File: config.mk
export PLATFORM = sky130hd
export DESIGN_NAME = rv_fetch_buffer
export DESIGN_NICKNAME = d
export VERILOG_FILES = /design/src/rtl/rv_fetch_pkg.sv /design/src/rtl/rv_sync_fifo.sv /design/src/rtl/rv_fetch_buffer.sv
export SDC_FILE = /design/constraint.sdc
export NUM_CORES = 1
export LEC_CHECK = 0
export CORE_UTILIZATION = 62
export CTS_BUF_LIST = sky130_fd_sc_hd__clkbuf_8 sky130_fd_sc_hd__clkbuf_16
export CTS_CLUSTER_DIAMETER = 30
export DETAILED_ROUTE_END_ITERATION = 6
export HOLD_SLACK_MARGIN = 0.1
export PLACE_DENSITY_LB_ADDON = 0.2
export SETUP_SLACK_MARGIN = 0.5
export SYNTH_ARGS = -nofsm -noshare
export SYNTH_HDL_FRONTEND = slang
export SYNTH_SLANG_ARGS = --single-unit
File: constraint.sdc
create_clock -name clk_i -period 6.81 [get_ports clk_i]
set_input_delay 1.362 -clock clk_i [delete_from_list [all_inputs] [get_ports clk_i]]
set_output_delay 1.362 -clock clk_i [all_outputs]
set_load 0.01 [all_outputs]
File: src/rtl/rv_fetch_pkg.sv
// rtl/rv_fetch_pkg.sv - shared types and constants for the instruction fetch buffer
package rv_fetch_pkg;

    typedef struct packed {
        logic [31:0] pc;
        logic [31:0] instr;
    } fetch_entry_t;

    localparam int INSTR_BYTES = 4;
    localparam logic [31:0] NOP_INSTR = 32'h0000_0013;

endpackage

File: src/rtl/rv_sync_fifo.sv
// rtl/rv_sync_fifo.sv - synchronous FIFO with flush and occupancy count, no bypass
module rv_sync_fifo
    import rv_fetch_pkg::*;
#(
    parameter int DEPTH = 4,
    parameter type entry_t = fetch_entry_t,
    localparam int PTR_W = $clog2(DEPTH),
    localparam int CNT_W = $clog2(DEPTH + 1)
) (
    input  logic             clk_i,
    input  logic             rst_ni,
    input  logic             flush_i,
    input  logic             push_i,
    input  entry_t           push_data_i,
    input  logic             pop_i,
    output entry_t           head_o,
    output logic [CNT_W-1:0] count_o
);

    entry_t           mem [DEPTH];
    logic [PTR_W-1:0] wr_ptr;
    logic [PTR_W-1:0] rd_ptr;
    logic [CNT_W-1:0] count;

    // Pointers wrap naturally because DEPTH is a power of two; flush wins over push/pop.
    always_ff @(posedge clk_i or negedge rst_ni) begin
        if (!rst_ni) begin
            wr_ptr <= '0;
            rd_ptr <= '0;
            count  <= '0;
            for (int i = 0; i < DEPTH; i++) begin
                mem[i] <= '0;
            end
        end else if (flush_i) begin
            wr_ptr <= '0;
            rd_ptr <= '0;
            count  <= '0;
        end else begin
            if (push_i) begin
                mem[wr_ptr] <= push_data_i;
                wr_ptr      <= wr_ptr + 1'b1;
            end
            if (pop_i) begin
                rd_ptr <= rd_ptr + 1'b1;
            end
            case ({push_i, pop_i})
                2'b10:   count <= count + 1'b1;
                2'b01:   count <= count - 1'b1;
                default: count <= count;
            endcase
        end
    end

    assign head_o  = mem[rd_ptr];
    assign count_o = count;

endmodule

File: src/rtl/rv_fetch_buffer.sv
// rtl/rv_fetch_buffer.sv - fetch PC, ICCM read issue and instruction FIFO; RV_FETCH_BYPASS_EN adds empty-FIFO forwarding
module rv_fetch_buffer
    import rv_fetch_pkg::*;
#(
    parameter int          DEPTH    = 4,
    parameter int          ADDR_W   = 8,
    parameter logic [31:0] RESET_PC = 32'h0000_0000
) (
    input  logic              clk_i,
    input  logic              rst_ni,
    output logic              mem_en_o,
    output logic [ADDR_W-1:0] mem_addr_o,
    input  logic [31:0]       mem_rdata_i,
    output logic              instr_valid_o,
    input  logic              instr_ready_i,
    output logic [31:0]       instr_o,
    output logic [31:0]       pc_o,
    input  logic              redirect_i,
    input  logic [31:0]       redirect_pc_i
);

    localparam int CNT_W = $clog2(DEPTH + 1);

    logic [31:0]      fetch_pc;
    logic [31:0]      inflight_pc;
    logic             inflight;
    logic [31:0]      redirect_aligned;
    logic [CNT_W-1:0] count;
    logic [CNT_W:0]   occupancy;
    logic             issue;
    logic             resp_ok;
    logic             fifo_valid;
    logic             fifo_pop;
    logic             push;
    fetch_entry_t     head;
    fetch_entry_t     push_entry;

    // Credit counts the read in flight but not a same-cycle pop, keeping ready off the enable path.
    assign occupancy        = {1'b0, count} + {{CNT_W{1'b0}}, inflight};
    assign issue            = rst_ni && !redirect_i && (occupancy < (CNT_W + 1)'(DEPTH));
    assign mem_en_o         = issue;
    assign mem_addr_o       = fetch_pc[ADDR_W+1:2];
    assign redirect_aligned = redirect_pc_i & ~32'h0000_0003;
    assign resp_ok          = inflight && !redirect_i;
    assign fifo_valid       = (count != '0);
    assign fifo_pop         = fifo_valid && instr_ready_i;
    assign push_entry       = '{pc: inflight_pc, instr: mem_rdata_i};

`ifdef RV_FETCH_BYPASS_EN
    logic bypass;
    assign bypass        = !fifo_valid && resp_ok;
    assign instr_valid_o = fifo_valid || bypass;
    assign instr_o       = bypass ? mem_rdata_i : head.instr;
    assign pc_o          = bypass ? inflight_pc : head.pc;
    assign push          = resp_ok && !(bypass && instr_ready_i);
`else
    assign instr_valid_o = fifo_valid;
    assign instr_o       = head.instr;
    assign pc_o          = head.pc;
    assign push          = resp_ok;
`endif

    // Fetch PC and in-flight tracking; a redirect squashes the outstanding read.
    always_ff @(posedge clk_i or negedge rst_ni) begin
        if (!rst_ni) begin
            fetch_pc    <= RESET_PC;
            inflight    <= 1'b0;
            inflight_pc <= '0;
        end else if (redirect_i) begin
            fetch_pc <= redirect_aligned;
            inflight <= 1'b0;
        end else if (issue) begin
            inflight    <= 1'b1;
            inflight_pc <= fetch_pc;
            fetch_pc    <= fetch_pc + 32'(INSTR_BYTES);
        end else begin
            inflight <= 1'b0;
        end
    end

    rv_sync_fifo #(
        .DEPTH   (DEPTH),
        .entry_t (fetch_entry_t)
    ) u_fifo (
        .clk_i       (clk_i),
        .rst_ni      (rst_ni),
        .flush_i     (redirect_i),
        .push_i      (push),
        .push_data_i (push_entry),
        .pop_i       (fifo_pop),
        .head_o      (head),
        .count_o     (count)
    );

endmodule

==> results.json, run 1 <==
{
  "finalMaxSlewViolations": 0,
  "yosys-top-cells-count": "dfrtp_1 (316), mux2_2 (248), nand2_1 (125)",
  "ant_nets": 0,
  "combPwrFrac_pct": 25.9,
  "root_buffer": "clkbuf_16",
  "gr-total-overflow": 0,
  "max_stage_delay_ns": 1.09,
  "dieHeight_um": 153,
  "syn_inst": 998,
  "synth_simple_gate_area_share_pct": 7.12,
  "finalCriticalPeriod_ns": 4.58,
  "crit_path_top_delay_cell": "dfrtp_4",
  "first_iter_violations": 575,
  "syn_to_final_growth_pct": 26.3,
  "fin_area_um2": 17800,
  "synth_warnings": 0,
  "num_rows": 54,
  "yosysTopAreaCellShare_pct": 56.2,
  "wl_met1_um": 13100,
  "cts_buffers": 58,
  "hold_path_startpoint": "u_fifo.mem[68]",
  "dpl_cell_area_um2": 15600,
  "violations": "design-rule violations",
  "dr_total_vias": 8915,
  "grt_pass1_vias": 9714,
  "power_density_nw_per_um2": 459,
  "cp.required_ns": 5.45,
  "p_switching_w": 0.00223,
  "synth_top_area_cell": "dfrtp_1",
  "p_seq_share_pct": 35.2,
  "hold_path_class": "register to register",
  "synthAdderAreaFrac_pct": 0.587,
  "synth_cell_types": 48,
  "drv_cap": 0,
  "drt_first_pass_iters": 7,
  "yosysSeqAreaShare_pct": 56.2,
  "pwr-share-clk_pct": 38.9,
  "drc": 9,
  "swShare_pct": 27.3,
  "cts_hold_buf": 0,
  "outcome": "complete, but fails checks",
  "synth.most_common_cell": "dfrtp_1",
  "grt_max_degree": 168,
  "cts_tree": "yes",
  "place.gp.congestion": 0.807,
  "cts_resized": 0,
  "cts_sinks": 316,
  "dp_hpwl_um": 17300,
  "dieArea_um2": 23300,
  "cts_max_path_buffers": 3,
  "timing.rr.start": "inflight",
  "fin_crit_sh_pct": 67.2,
  "wl_um": 31000,
  "synth_compound_area_share_pct": 2.82,
  "coreArea_um2": 22000,
  "tightest_slew_ns": 1.19,
  "die-width_um": 153,
  "min_path_cells": 1,
  "timing.rr.end": "u_fifo.mem[216]",
  "synth_xor_area_share_pct": 0.436,
  "path_buf_inv": 2,
  "rsz0062_at_grt": "false",
  "synth_area_leaders": "dfrtp_1 (56%), mux2_2 (20%), mux4_2 (9.9%), nand2_1 (3.3%), buf_2 (1.2%)",
  "finalSetupViolCount": 0,
  "ys_async_sr_fraction_pct": 100,
  "grt_pass1_wl_um": 51300,
  "synth_top_family_by_area": "multiplexers",
  "ys_ff_latch": 316,
  "synth-edff-count": 0,
  "wl_met2_um": 15600,
  "worstRegToRegCells": 4,
  "htree_levels": 2,
  "leakage_nw": 8.17,
  "worstSkewPairLatency_ns": 0.55,
  "synth_ff_type": "dfrtp_1",
  "via_per_inst": 6.07,
  "intPower_w": 0.00593,
  "dr_wl_met3_um": 1740,
  "hold_viol_final": 0,
  "holdPathEnd": "u_fifo.mem[68]",
  "slew_headroom_pct": 20.3,
  "grt_usage_pct": 27.9,
  "clk_pin_slew_worst_paths_ns": 0.06,
  "syn_area_um2": 14100,
  "io_pins": 142,
  "cp_top_family": "flip-flops",
  "power_w": 0.00816,
  "top_layer_used": "met4",
  "wire_per_inst_um": 21.1,
  "io_buffers": 137,
  "rrSetupSlack_ns": 4.01,
  "post-cts-setup-buffers": 0,
  "avgSynthCellArea_um2": 14.1,
  "crit_arrival_ns": 3.22,
  "finalSetupTns_ns": 0,
  "ir_worst_vdd_mv": 0.287,
  "worstSetupPathType": "register to primary output",
  "endpoint_kind": "primary output",
  "clock_skew_ns": 0.0165,
  "startpoint_type": "register",
  "final_util_pct": 80.7,
  "synth_mux_area_share_pct": 30.2,
  "antenna_found_initial": 0,
  "final_nets": 1213,
  "drive_gt1_share_pct": 37.2,
  "cp_cell_sequence": "buf_4 -> mux4_2 -> clkdlybuf4s50_1",
  "fmax_mhz": 218,
  "critPathMaxFanout": 48,
  "holdWs_ns": 0.497,
  "start_util_pct": 63.9,
  "diodes": 0
}
per-layer routing:
metal,GRT usage [%],up-vias
met4,8.51,0
met3,4.89,44
met2,46.9,279
met1,37.6,4651
met5,0,-
li1,-,3941
flip-flops by register name (all words and copies together) (netlist names):
register,count
u_fifo.mem,248
fetch_pc,30
inflight_pc,30
u_fifo.count_o,3
u_fifo.rd_ptr,2
u_fifo.wr_ptr,2
inflight,1
cells by family (layout without fill, tap and decap cells):
| family | after synthesis | count (layout) |
|---|---|---|
| mux | 316 | 316 |
| flops | 316 | 316 |
| xor+xnor | 7 | 7 |
| buf+inv | 78 | 267 |
| compound gates | 59 | 59 |
| other cells | 1 | 2 |
| simple gates | 215 | 215 |
| fa+ha+maj | 6 | 6 |
final cells by class:
class / count / area (µm²)
Clock buffer: 62 / 1520
Clock inverter: 47 / 683
Fill cell: 1190 / 4240
Inverter: 10 / 37.5
Multi-Input combinational cell: 605 / 5810
Sequential cell: 316 / 7910
Tap cell: 280 / 350
Timing Repair Buffer: 148 / 1470
worst max-delay path by stage:
stage                startpoint  endpoint  slack [ns]  depth (start not counted)
6_report       u_fifo.rd_ptr[0]  pc_o[13]        2.23                          3
5_1_grt        u_fifo.rd_ptr[0]  pc_o[16]        1.99                          3
4_1_cts        u_fifo.rd_ptr[0]  pc_o[13]        2.11                          3
3_5_place_dp             rst_ni  mem_en_o        2.65                          4
3_3_place_gp             rst_ni  mem_en_o        2.67                          4
2_1_floorplan        redirect_i  mem_en_o        2.98                          6
layout by cell type (no fill, tap or decap), types with 3 or more instances in the layout:
| master | netlist | layout |
|---|---|---|
| a221o_1 | 6 | 6 |
| a22oi_1 | 4 | 4 |
| a31oi_1 | 5 | 5 |
| buf_4 | 10 | 10 |
| bufinv_16 | 0 | 15 |
| clkbuf_16 | 0 | 59 |
| clkbuf_8 | 0 | 3 |
| clkdlybuf4s50_1 | 0 | 135 |
| clkinv_2 | 0 | 5 |
| clkinv_4 | 0 | 9 |
| clkinvlp_4 | 0 | 7 |
| dfrtp_1 | 316 | 314 |
| ha_1 | 5 | 5 |
| inv_1 | 10 | 15 |
| inv_6 | 0 | 4 |
| mux2_2 | 248 | 248 |
| mux2i_1 | 6 | 6 |
| mux4_2 | 62 | 62 |
| nand2_1 | 125 | 121 |
| nand2_2 | 0 | 4 |
| nand3_1 | 19 | 18 |
| nand3b_1 | 3 | 3 |
| nand4_1 | 5 | 5 |
| nor2_1 | 28 | 28 |
| nor2b_1 | 7 | 7 |
| nor3_1 | 7 | 7 |
| nor4_1 | 4 | 4 |
| o211ai_1 | 3 | 3 |
| o21ai_0 | 24 | 24 |
| o311ai_0 | 7 | 7 |
| or3_1 | 4 | 4 |
| xnor2_1 | 3 | 3 |
| xor2_1 | 4 | 4 |
power groups by stage:
stage / Sequential (W) / Combinational, W / Clock, W
2_1_floorplan: 0.00265 / 0.00137 / 0
3_3_place_gp: 0.00286 / 0.00204 / 0
3_5_place_dp: 0.00289 / 0.00210 / 0
4_1_cts: 0.00288 / 0.00214 / 0.00321
5_1_grt: 0.00296 / 0.00226 / 0.00330
6_report: 0.00287 / 0.00211 / 0.00318
stage by stage:
| stage | cells | worst slack (ns) |
|---|---|---|
| global route | 1468 | 1.99 |
| CTS | 1468 | 2.11 |
| global placement | 1359 | 2.67 |
| detailed placement | 1359 | 2.65 |
| finish | 1468 | 2.23 |
| floorplan | 999 | 2.98 |
Note: power is estimated with default switching activity, not from simulation.
==> run 2: changes to the inputs <==
--- a/config.mk
+++ b/config.mk
@@ -5,7 +5,7 @@
 export SDC_FILE = /design/constraint.sdc
 export NUM_CORES = 1
 export LEC_CHECK = 0
-export CORE_UTILIZATION = 62
+export CORE_UTILIZATION = 52
 export CTS_BUF_LIST = sky130_fd_sc_hd__clkbuf_8 sky130_fd_sc_hd__clkbuf_16
 export CTS_CLUSTER_DIAMETER = 30
 export DETAILED_ROUTE_END_ITERATION = 6
==> constraint.sdc (replaced) <==
create_clock -name clk_i -period 3.7 [get_ports clk_i]
set_input_delay 0.74 -clock clk_i [delete_from_list [all_inputs] [get_ports clk_i]]
set_output_delay 0.74 -clock clk_i [all_outputs]
set_load 0.01 [all_outputs]
==> run 2 against run 1 <==
Effect of this change:
- the run still ends with design-rule violations left
- setup slack got worse by 1.7 ns
- via count fell by 0.57%
- register-to-register slack worse by 2.8 ns
- clock skew is 0.012 ns higher
- core utilization down 11 points
- highest routed layer unchanged
==> results.json, run 2 (synthesis gave the netlist of run 1 again) <==
{
  "dp_hpwl_um": 17600,
  "root_buffer": "clkbuf_16",
  "cp.depth": 3,
  "min_path_cells": 1,
  "crit_arrival_ns": 2.38,
  "worstSkewPairLatency_ns": 0.56,
  "path_buf_inv": 2,
  "combPwrFrac_pct": 26.4,
  "rrSetupSlack_ns": 1.17,
  "pwr-share-clk_pct": 40.6,
  "tightest_slew_ns": 0.919,
  "drt_first_pass_iters": 7,
  "cts_tree": "yes",
  "crit_path_top_delay_cell": "mux4_2",
  "wire_per_inst_um": 19.6,
  "slew_headroom_pct": 38.5,
  "layout_common_cells": "dfrtp_1 (314), mux2_2 (248), clkdlybuf4s50_1 (135)",
  "power_w": 0.0155,
  "drive_gt1_share_pct": 38.2,
  "critPathMaxFanout": 27,
  "wl_um": 30400,
  "intPower_w": 0.0113,
  "largest-register": "u_fifo.mem",
  "gr-total-overflow": 0,
  "layout_commonest_cell": "dfrtp_1",
  "violations": "design-rule violations",
  "finalSetupTns_ns": 0,
  "rsz0062_at_grt": "true",
  "ir_worst_vdd_mv": 0.399,
  "clock_skew_ns": 0.0289,
  "grt_max_degree": 145,
  "antenna_found_initial": 1,
  "outcome": "complete, but fails checks",
  "cp.required_ns": 2.96,
  "cp_top_family": "buffers and inverters",
  "cts_buffers": 71,
  "syn_to_final_growth_pct": 30.1,
  "hold_viol_final": 0,
  "start_util_pct": 53.6,
  "finalMaxSlewViolations": 0,
  "reg_top3": "u_fifo.mem: 248 flops, fetch_pc: 30 flops, inflight_pc: 30 flops",
  "cts_sinks": 316,
  "die-width_um": 167,
  "fin_crit_sh_pct": 84.3,
  "final_nets": 1234,
  "p_switching_w": 0.00423,
  "largest_reg_flops": 248,
  "post-place-ws_ns": 0.883,
  "finalCriticalPeriod_ns": 3.12,
  "holdWs_ns": 0.496,
  "endpoint_kind": "primary output",
  "drc": 10,
  "cts_max_path_buffers": 3,
  "worstRegToRegCells": 7,
  "grt_pass1_vias": 9559,
  "swShare_pct": 27.2,
  "dieArea_um2": 27700,
  "dieHeight_um": 167,
  "clk_pin_slew_worst_paths_ns": 0.04,
  "num_rows": 59,
  "io_buffers": 137,
  "io_pins": 142,
  "power_density_nw_per_um2": 849,
  "max_stage_delay_ns": 0.55,
  "p_seq_share_pct": 33.0,
  "leakage_nw": 8.44,
  "cp_cell_sequence": "buf_16 -> mux4_2 -> clkdlybuf4s50_1",
  "via_per_inst": 5.72,
  "htree_levels": 3,
  "fmax_mhz": 321,
  "startpoint_type": "register",
  "drv_cap": 0,
  "dr_total_vias": 8864,
  "finalSetupViolCount": 0,
  "grt_pass1_wl_um": 51100,
  "ant_nets": 0,
  "first_iter_violations": 468,
  "coreArea_um2": 26300,
  "hold_path_class": "register to register",
  "grt_usage_pct": 23.3,
  "worstSetupPathType": "register to primary output",
  "place.gp.congestion": 0.803,
  "fin_ws_ns": 0.581
}
-- run 2: cell count changes in the layout (fill, tap and decap cells not counted), sizes merged --
cell / before / now
dlygate4sd3: 0 / 2
diode: 0 / 1
clkbuf: 62 / 83
bufinv: 15 / 8
inv: 21 / 27
clkinv: 14 / 13
buf: 13 / 19
-- run 2: final timing paths --
check / from / end
worst min register to register: u_fifo.mem[84] / u_fifo.mem[84]
worst min-delay path: u_fifo.mem[84] / u_fifo.mem[84]
worst max-delay path: u_fifo.rd_ptr[0] / pc_o[19]
max in group asynchronous: rst_ni / u_fifo.mem[88]
worst max register to register: inflight / u_fifo.count_o[2]
min in group asynchronous: rst_ni / u_fifo.mem[202]
-- run 2: power groups by stage --
stage          Clock [W]  Sequential (W)  Combinational, W
2_1_floorplan          0         0.00488           0.00253
3_3_place_gp           0         0.00512           0.00401
3_5_place_dp           0         0.00517           0.00408
4_1_cts          0.00642         0.00513           0.00417
5_1_grt          0.00663         0.00527           0.00443
6_report         0.00631         0.00513           0.00410
-- run 2: area by class of cell --
cell class,count,area [µm²]
antenna,1,2.50
clock buffer,83,1950
clock inverter,45,515
fill,1794,7960
inverter,10,37.5
multi-input combinational,605,5830
sequential,316,7920
tap,335,419
timing repair buffer,156,1640
-- run 2: what timing repair did --
| action | CTS | global route |
|---|---|---|
| hold buffers | 2 | 0 |
| endpoints found under the setup margin | 44 | 5 |
| setup buffers | 2 | 0 |
| resized for setup | 3 | 2 |
| endpoints found under the hold margin | 19 | 0 |
-- run 2: stage by stage --
step / utilization, % / cells / cell area [µm²]
global route: 69.7 / 1551 / 18300
finish: 69.7 / 1551 / 18300
detailed placement: 60.1 / 1418 / 15800
floorplan: - / 999 / 14100
CTS: 69.7 / 1550 / 18300
global placement: 60.1 / 1418 / 15800
-- run 2: layer usage --
layer / part of all wire, % / track usage, % / vias up
li1: - / - / 3970
met1: 44 / 32.1 / 4604
met2: 49 / 37.2 / 253
met3: 5.7 / 5.09 / 37
met4: 1.6 / 7.05 / 0
met5: 0 / 0 / -
-- run 2: worst register-to-register path, cell delays in order (launching register included) --
cell and delay, ns:
dfrtp_1 0.48, nor2b_1 0.73, nor2_1 0.11, fa_1 0.40, or3_1 0.38, nand2_1 0.09
xnor2_1 0.13, nor2_1 0.06
==> run 3: changes to the inputs <==
--- a/config.mk
+++ b/config.mk
@@ -5,7 +5,7 @@
 export SDC_FILE = /design/constraint.sdc
 export NUM_CORES = 1
 export LEC_CHECK = 0
-export CORE_UTILIZATION = 52
+export CORE_UTILIZATION = 57
 export CTS_BUF_LIST = sky130_fd_sc_hd__clkbuf_8 sky130_fd_sc_hd__clkbuf_16
 export CTS_CLUSTER_DIAMETER = 30
 export DETAILED_ROUTE_END_ITERATION = 6
==> constraint.sdc (replaced) <==
create_clock -name clk_i -period 3.1 [get_ports clk_i]
set_input_delay 0.62 -clock clk_i [delete_from_list [all_inputs] [get_ports clk_i]]
set_output_delay 0.62 -clock clk_i [all_outputs]
set_load 0.01 [all_outputs]
==> run 3 against run 2 <==
Effect of this change:
- the run now ends clean
- setup slack worse by 0.28 ns
- sequential power rose by 20%
- final cell count down 0.19%
- wire length rose by 4.1%
- sequential share of layout area decreased by 0.20 points
- non-clock buffer count is 23 higher
- flip-flop and latch count unchanged
- critical path type unchanged
==> results.json, run 3 (synthesis gave the netlist of run 1 again) <==
{
  "start_util_pct": 58.0,
  "worstRegToRegCells": 7,
  "die-width_um": 159,
  "io_buffers": 137,
  "largest-register": "u_fifo.mem",
  "timing.rr.start": "u_fifo.count_o[0]",
  "dr_wl_met3_um": 1450,
  "wl_met2_um": 15800,
  "worstSkewPairLatency_ns": 0.57,
  "hold_path_class": "primary input to async pin",
  "grt_usage_pct": 26.0,
  "post-place-ws_ns": 0.491,
  "critPathMaxFanout": 8,
  "intPower_w": 0.0135,
  "max_stage_delay_ns": 0.52,
  "cts_max_path_buffers": 3,
  "io_pins": 142,
  "layout_commonest_cell": "dfrtp_1",
  "drv_cap": 0,
  "dp.cells": 1409,
  "fin_ws_ns": 0.298,
  "finalMaxSlewViolations": 0,
  "grt_pass1_wl_um": 52200,
  "n_fill_cell": 1452,
  "worstSetupPathType": "register to primary output",
  "cp_cell_sequence": "buf_12 -> buf_6 -> buf_12 -> buf_16 -> mux4_2 -> buf_6",
  "reg_top3": "u_fifo.mem: 248 flops, fetch_pc: 30 flops, inflight_pc: 30 flops",
  "p_switching_w": 0.00507,
  "grt_pass1_vias": 9673,
  "dieArea_um2": 25300,
  "outcome": "completed",
  "wl_um": 31600,
  "ir_worst_vdd_mv": 0.498,
  "timing.rr.end": "u_fifo.count_o[2]",
  "clock_skew_ns": 0.0161,
  "combPwrFrac_pct": 30.0,
  "leakage_nw": 8.60,
  "clk_pin_slew_worst_paths_ns": 0.05,
  "htree_levels": 2,
  "swShare_pct": 27.3,
  "cts_hold_buf": 0,
  "finalSetupTns_ns": 0,
  "final_nets": 1246,
  "grt_max_degree": 162,
  "fmax_mhz": 357,
  "drt_first_pass_iters": 4,
  "wire_per_inst_um": 20.4,
  "fin_crit_sh_pct": 90.4,
  "largest_reg_flops": 248,
  "layout_common_cells": "dfrtp_1 (314), mux2_2 (248), nand2_1 (121)",
  "pwr-share-clk_pct": 37.0,
  "diodes": 0,
  "dieHeight_um": 159,
  "crit_arrival_ns": 2.18,
  "rrSetupSlack_ns": 0.77,
  "cp.required_ns": 2.48,
  "gr-total-overflow": 0,
  "top_layer_used": "met4",
  "tightest_slew_ns": 0.997,
  "ant_nets": 0,
  "num_rows": 57,
  "wl_met1_um": 13900,
  "finalCriticalPeriod_ns": 2.80,
  "dr_total_vias": 9040,
  "dp_hpwl_um": 16900,
  "place.gp.congestion": 0.820,
  "rsz0062_at_grt": "true",
  "cts_sinks": 316,
  "first_iter_violations": 662,
  "instances_no_fill": 1548,
  "hold_viol_final": 0,
  "cts_tree": "yes",
  "finalSetupViolCount": 0,
  "cts_buffers": 60,
  "multiInputGateArea_um2": 5820,
  "power_density_nw_per_um2": 1010,
  "crit_path_top_delay_cell": "dfrtp_4",
  "coreArea_um2": 24200,
  "slew_headroom_pct": 33.5,
  "startpoint_type": "register",
  "drive_gt1_share_pct": 43.7,
  "antenna_found_initial": 0,
  "endpoint_kind": "primary output",
  "via_per_inst": 5.84,
  "root_buffer": "clkbuf_16",
  "regArea_um2": 7920,
  "drc": 0,
  "syn_to_final_growth_pct": 30.7,
  "p_seq_share_pct": 33.0
}
==> run 3: area by class of cell <==
cell class | count | share of cell area [%]
Inverter | 10 | 0.204
Multi-Input combinational cell | 605 | 31.6
Clock inverter | 43 | 2.90
Sequential cell | 316 | 43.0
Clock buffer | 71 | 9.04
Timing Repair Buffer | 179 | 11.0
Tap cell | 324 | 2.20
==> run 3: what timing repair did <==
action / 4_1_cts / 5_1_grt
buffers inserted: 17 / 1
cloned: 7 / 0
setup endpoints to repair: 62 / 59
gates resized for setup: 279 / 43
==> run 3: worst max-delay path by stage <==
stage / start / end / slack [ns] / depth (start not counted)
2_1_floorplan: redirect_i / mem_en_o / 0.75 / 6
5_1_grt: u_fifo.rd_ptr[0] / instr_o[11] / 0.25 / 6
3_5_place_dp: u_fifo.rd_ptr[0] / pc_o[31] / 0.49 / 3
3_3_place_gp: u_fifo.rd_ptr[0] / pc_o[31] / 0.49 / 3
4_1_cts: u_fifo.rd_ptr[0] / instr_o[11] / 0.29 / 6
6_report: u_fifo.rd_ptr[0] / instr_o[11] / 0.30 / 6
==> run 3: metal layers <==
layer,vias to the layer above,track usage (%)
met2,274,42.0
met1,4699,36.7
met5,-,0
met3,56,4.22
met4,0,7.65
li1,4011,-
==> run 3: power groups by stage <==
stage	logic, W	clock network [W]	registers [W]
after floorplan	0.00302	0	0.00582
after global placement	0.00476	0	0.00611
after detailed placement	0.00486	0	0.00618
after CTS	0.00517	0.00695	0.00611
after global routing	0.00595	0.00718	0.00629
final	0.00558	0.00687	0.00614
==> run 3: metrics by stage <==
stage / power (W) / cell area (µm²) / hold WS [ns] / util [%]
detailed placement: 0.0110 / 15700 / 0.488 / 64.9
CTS: 0.0182 / 18200 / 0.235 / 75.0
global route: 0.0194 / 18400 / 0.231 / 75.9
finish: 0.0186 / 18400 / 0.172 / 75.9
global placement: 0.0109 / 15700 / 0.481 / 64.9
floorplan: 0.00884 / 14100 / 0.324 / -
==> run 3: critical path, delay by kind of cell (launching register included) <==
family / cells / cell delay, ns
buf+inv: 5 / 0.68
flops: 1 / 0.52
mux: 1 / 0.44
